[src/rtl/dbus_arb_pkg.sv]
// rtl/dbus_arb_pkg.sv - shared state type and default sizing for the data-bus arbiter
package dbus_arb_pkg;

    typedef enum logic {
        ARB_IDLE  = 1'b0,
        ARB_OWNED = 1'b1
    } arb_state_t;

    localparam int DEFAULT_NREQ    = 4;
    localparam int DEFAULT_TIMEOUT = 255;

endpackage

[src/rtl/dbus_arbiter_rr_pick.sv]
// rtl/dbus_arbiter_rr_pick.sv - combinational round-robin picker, first set request at or after start
module rr_pick #(
    parameter int N  = 4,
    parameter int IW = 2
) (
    input  logic [N-1:0]  req,
    input  logic [IW-1:0] start,
    output logic          valid,
    output logic [N-1:0]  onehot,
    output logic [IW-1:0] idx
);

    int c;

    always_comb begin
        valid  = 1'b0;
        onehot = '0;
        idx    = '0;
        c      = 0;
        for (int i = 0; i < N; i++) begin
            c = int'(start) + i;
            if (c >= N) begin
                c = c - N;
            end
            if (!valid && req[c]) begin
                valid     = 1'b1;
                onehot[c] = 1'b1;
                idx       = IW'(c);
            end
        end
    end

endmodule

[src/rtl/dbus_arbiter.sv]
// rtl/dbus_arbiter.sv - round-robin data-bus arbiter with lock and abort; optional watchdog via DBUS_ARB_TIMEOUT_EN
module dbus_arbiter
    import dbus_arb_pkg::*;
#(
    parameter int NREQ           = DEFAULT_NREQ,
    parameter int TIMEOUT_CYCLES = DEFAULT_TIMEOUT
) (
    input  logic                    clk,
    input  logic                    rst,
    input  logic [NREQ-1:0]         req,
    input  logic [NREQ-1:0]         lock,
    input  logic                    xfer_done,
    output logic [NREQ-1:0]         grant,
    output logic [$clog2(NREQ)-1:0] grant_idx,
    output logic                    busy,
    output logic                    timeout_err
);

    localparam int IW = $clog2(NREQ);

    arb_state_t      state_q, state_d;
    logic [NREQ-1:0] grant_q, grant_d;
    logic [IW-1:0]   idx_q, idx_d;
    logic [IW-1:0]   last_q, last_d;
    logic [IW-1:0]   start;
    logic            pick_valid;
    logic [NREQ-1:0] pick_onehot;
    logic [IW-1:0]   pick_idx;
    logic            release_ev;
    logic            new_grant;
    logic            timeout_hit;

    // The releasing owner sits at last_owner, so starting one past it puts it last.
    assign start = (last_q == IW'(NREQ - 1)) ? '0 : last_q + 1'b1;

    rr_pick #(
        .N  (NREQ),
        .IW (IW)
    ) u_pick (
        .req    (req),
        .start  (start),
        .valid  (pick_valid),
        .onehot (pick_onehot),
        .idx    (pick_idx)
    );

    always_ff @(posedge clk) begin
        if (rst) begin
            state_q <= ARB_IDLE;
            grant_q <= '0;
            idx_q   <= '0;
            last_q  <= IW'(NREQ - 1);
        end else begin
            state_q <= state_d;
            grant_q <= grant_d;
            idx_q   <= idx_d;
            last_q  <= last_d;
        end
    end

    always_comb begin
        state_d    = state_q;
        grant_d    = grant_q;
        idx_d      = idx_q;
        last_d     = last_q;
        new_grant  = 1'b0;
        // Abort and done in the same cycle still form a single release.
        release_ev = (state_q == ARB_OWNED) &&
                     (!req[idx_q] || (xfer_done && !lock[idx_q]) || timeout_hit);
        if (state_q == ARB_IDLE || release_ev) begin
            if (pick_valid) begin
                state_d   = ARB_OWNED;
                grant_d   = pick_onehot;
                idx_d     = pick_idx;
                last_d    = pick_idx;
                new_grant = 1'b1;
            end else begin
                state_d = ARB_IDLE;
                grant_d = '0;
                idx_d   = '0;
            end
        end
    end

`ifdef DBUS_ARB_TIMEOUT_EN
    logic [15:0] cnt_q;
    logic        timeout_q;

    assign timeout_hit = (state_q == ARB_OWNED) && !xfer_done &&
                         (cnt_q == 16'(TIMEOUT_CYCLES - 1));

    always_ff @(posedge clk) begin
        if (rst) begin
            cnt_q     <= '0;
            timeout_q <= 1'b0;
        end else begin
            timeout_q <= timeout_hit;
            if (new_grant || xfer_done || state_q != ARB_OWNED) begin
                cnt_q <= '0;
            end else begin
                cnt_q <= cnt_q + 16'd1;
            end
        end
    end

    assign timeout_err = timeout_q;
`else
    logic unused_cfg;
    assign unused_cfg  = (TIMEOUT_CYCLES > 0) ^ new_grant;
    assign timeout_hit = 1'b0;
    assign timeout_err = 1'b0;
`endif

    assign grant     = grant_q;
    assign grant_idx = idx_q;
    assign busy      = (state_q == ARB_OWNED);

endmodule

[config.mk]
export PLATFORM = sky130hd
export DESIGN_NAME = dbus_arbiter
export DESIGN_NICKNAME = d
export VERILOG_FILES = /design/src/rtl/dbus_arb_pkg.sv /design/src/rtl/dbus_arbiter_rr_pick.sv /design/src/rtl/dbus_arbiter.sv
export SDC_FILE = /design/constraint.sdc
export NUM_CORES = 1
export LEC_CHECK = 0
export CELL_PAD_IN_SITES_DETAIL_PLACEMENT = 1
export CELL_PAD_IN_SITES_GLOBAL_PLACEMENT = 1
export CORE_MARGIN = 8
export CORE_UTILIZATION = 36
export DETAILED_ROUTE_END_ITERATION = 10
export PLACE_DENSITY_LB_ADDON = 0.1
export SYNTH_ARGS = -nofsm -noshare
export SYNTH_HDL_FRONTEND = slang
export SYNTH_SLANG_ARGS = --single-unit
[constraint.sdc]
create_clock -name clk -period 7.01 [get_ports clk]
set_clock_uncertainty 0.1 [all_clocks]
set_input_delay 1.402 -clock clk [delete_from_list [all_inputs] [get_ports clk]]
set_output_delay 1.402 -clock clk [all_outputs]
set_load 0.05 [all_outputs]
==> results.cfg <==
[timing]
hold_viol = 0
rsz0062_at_grt = false
fmax_mhz = 285
fin_tns_setup_ns = 0
finalSetupViolCount = 0
layout_setup_ws_ns = 3.50
period_needed_ns = 3.51
timing.final.max_slew_violations = 0
worst-slew-pin-transition_ns = 0.606
slew-limit-headroom_pct = 58.8
min_period_over_period_pct = 50.1

[hold_path]
hold_start = grant_idx[1]
hold_path_class = reg2reg

[clocking]
root_buffer = clkbuf_4
cts_tree = built
ctsLongestPathBuffers = 2
cts_buffers = 3
ctsHoldBuffers = 0
ctsResizeCount = 0
cts.sinks = 9
clk_pin_slew_ns = 0.07
clock_latency_ns = 0.27
htreeDepth = 1
post_cts_buffers = 0

[layout]
area_growth_pct = 20.8
fillers = 297
fin_nets = 137
drive_gt1_share_pct = 18.8
diodes = 0
final_common_cell = clkdlybuf4s50_1
seqCellArea_um2 = 180
multi_input_area_um2 = 723
final_cell_mix = clkdlybuf4s50_1 (17), dfxtp_1 (9), nor2_1 (8), ha_1 (8), o21ai_0 (6)

[floorplanning]
placementRows = 18
core_area_um2 = 2500
die_h_um = 67.6
fp.dieW_um = 67.6
start_util_pct = 38.3
pin_count = 19
dieArea_um2 = 4570

[drt]
drt_iter0_markers = 33
vias_per_cell = 5.71
routedWlPerCell_um = 17.6
drc = 0
top_layer_used = met4
first_pass_iters = 4
dr_wl_met3_um = 196
postRouteAntennaNets = 0
wl_met1_mm = 1.18
route.met2.wl_mm = 1.20
num_vias = 840
drt_wl_total_mm = 2.59

[placed_design]
port_buffers = 17
place_congestion = 0.837
place_hpwl_mm = 1.99
dp_slack_ns = 3.25

[setup_path]
path_class = in2reg
cp_max_fo = 10
setup.worst_path.start = req[2]
r2r-start = last_q[0]
start_kind = primary input
cp_data_required_time_ns = 7.06
critPathCaptureType = register
cp.arrival_ns = 3.55

[synth]
synth_top_area_share_pct = 18.8
synth_top_cell_by_area = dfxtp_1
synth_edf_count = 0
yosys.cell_types.count = 47
ys.flop_type = dfxtp_1
syn_inst = 101
synth.area.top_cells = dfxtp_1 (19%), ha_1 (10%), a211oi_2 (5.2%), mux4_2 (4.7%), mux2i_1 (4.2%)
ys_ff_latch = 9
syn-num-nets = 120
ys_seq_area_share_pct = 18.8
synth_area_um2 = 957
yosys_warnings = 0
ys_async_sr_fraction_pct = 0
avgSynthCellArea_um2 = 9.48

[global_route]
grt_util_all_layers_pct = 12.2
grt_remaining_overflow = 0
grt_pass1_wl_mm = 4.36
antenna_found_initial = 0
grt_start_max_net_pins = 12
grt_pass1_vias = 892

[power_and_ir_drop]
p_leak_nw = 0.434
power_w = 0.000528
power.density_nw_per_um2 = 456
ir_worst_vdd_v = 0.000221

[job]
cap_violations = 0

[outcome]
status = finished clean
[cell families after synthesis]
logic type,synth area share [%]
simple gates,22.1
flops,18.8
fa+ha+maj,10.5
buf+inv,5.62
mux,12.7
compound gates,29.9
other cells,0.392
[per-layer routing]
layer	up-vias	track usage, %
met1	402	14.9
met2	20	20.1
met5	-	0
li1	416	-
met4	0	1.57
met3	2	4.97
[final timing paths]
path | to | slack, ns | cells after the start
worst max-delay path | grant[2] | 3.50 | 6
worst min-delay path | grant_idx[1] | 0.42 | 2
worst max register to register | grant[2] | 3.95 | 7
worst min register to register | grant_idx[1] | 0.42 | 2
[area by class of cell]
class                   count  area share [%]
repair buffers             17            14.7
well taps                  30            3.25
multi-input cells          82            62.6
clock buffers               4            2.27
flip-flops and latches      9            15.6
inverters                   5            1.62
[Yosys cell counts, drive strengths merged, types with 2 or more instances]
cell / n
dfxtp: 9
nor2: 9
ha: 8
o21ai: 6
a211oi: 5
inv: 5
mux2i: 5
nor2b: 5
buf: 4
o211ai: 4
a221oi: 3
a22oi: 3
nand2: 3
a21boi: 2
mux2: 2
mux4: 2
nand2b: 2
nor4b: 2
o221ai: 2
[flip-flops by register name (all words and copies together) (netlist names)]
register and cells:
grant 4, grant_idx 2, last_q 2, busy 1
[where the power goes]
part | leakage (nW) | internal [W] | switching, W | total, W
clock | 0.0150 | 0.0000220 | 0.0000202 | 0.0000422
combinational | 0.345 | 0.000155 | 0.000232 | 0.000387
sequential | 0.0747 | 0.0000728 | 0.0000254 | 0.0000982
total | 0.434 | 0.000250 | 0.000277 | 0.000528
[critical path, stage by stage]
cell             delay, ns
clkdlybuf4s50_1       0.65
mux2i_1               0.17
mux2i_2               0.52
and4bb_4              0.34
a2111oi_4             0.36
a211oi_2              0.10
[metrics by stage]
stage | hold slack, ns | utilization (%) | area, um^2 | std cells
final | 0.419 | 46.2 | 1160 | 147
after global routing | 0.462 | 46.2 | 1160 | 147
after CTS | 0.415 | 46.2 | 1160 | 147
after detailed placement | 0.406 | 45.2 | 1130 | 143
after global placement | 0.402 | 45.2 | 1130 | 143
after floorplan | 0.531 | - | 957 | 101
Note: power is estimated with default switching activity, not from simulation.
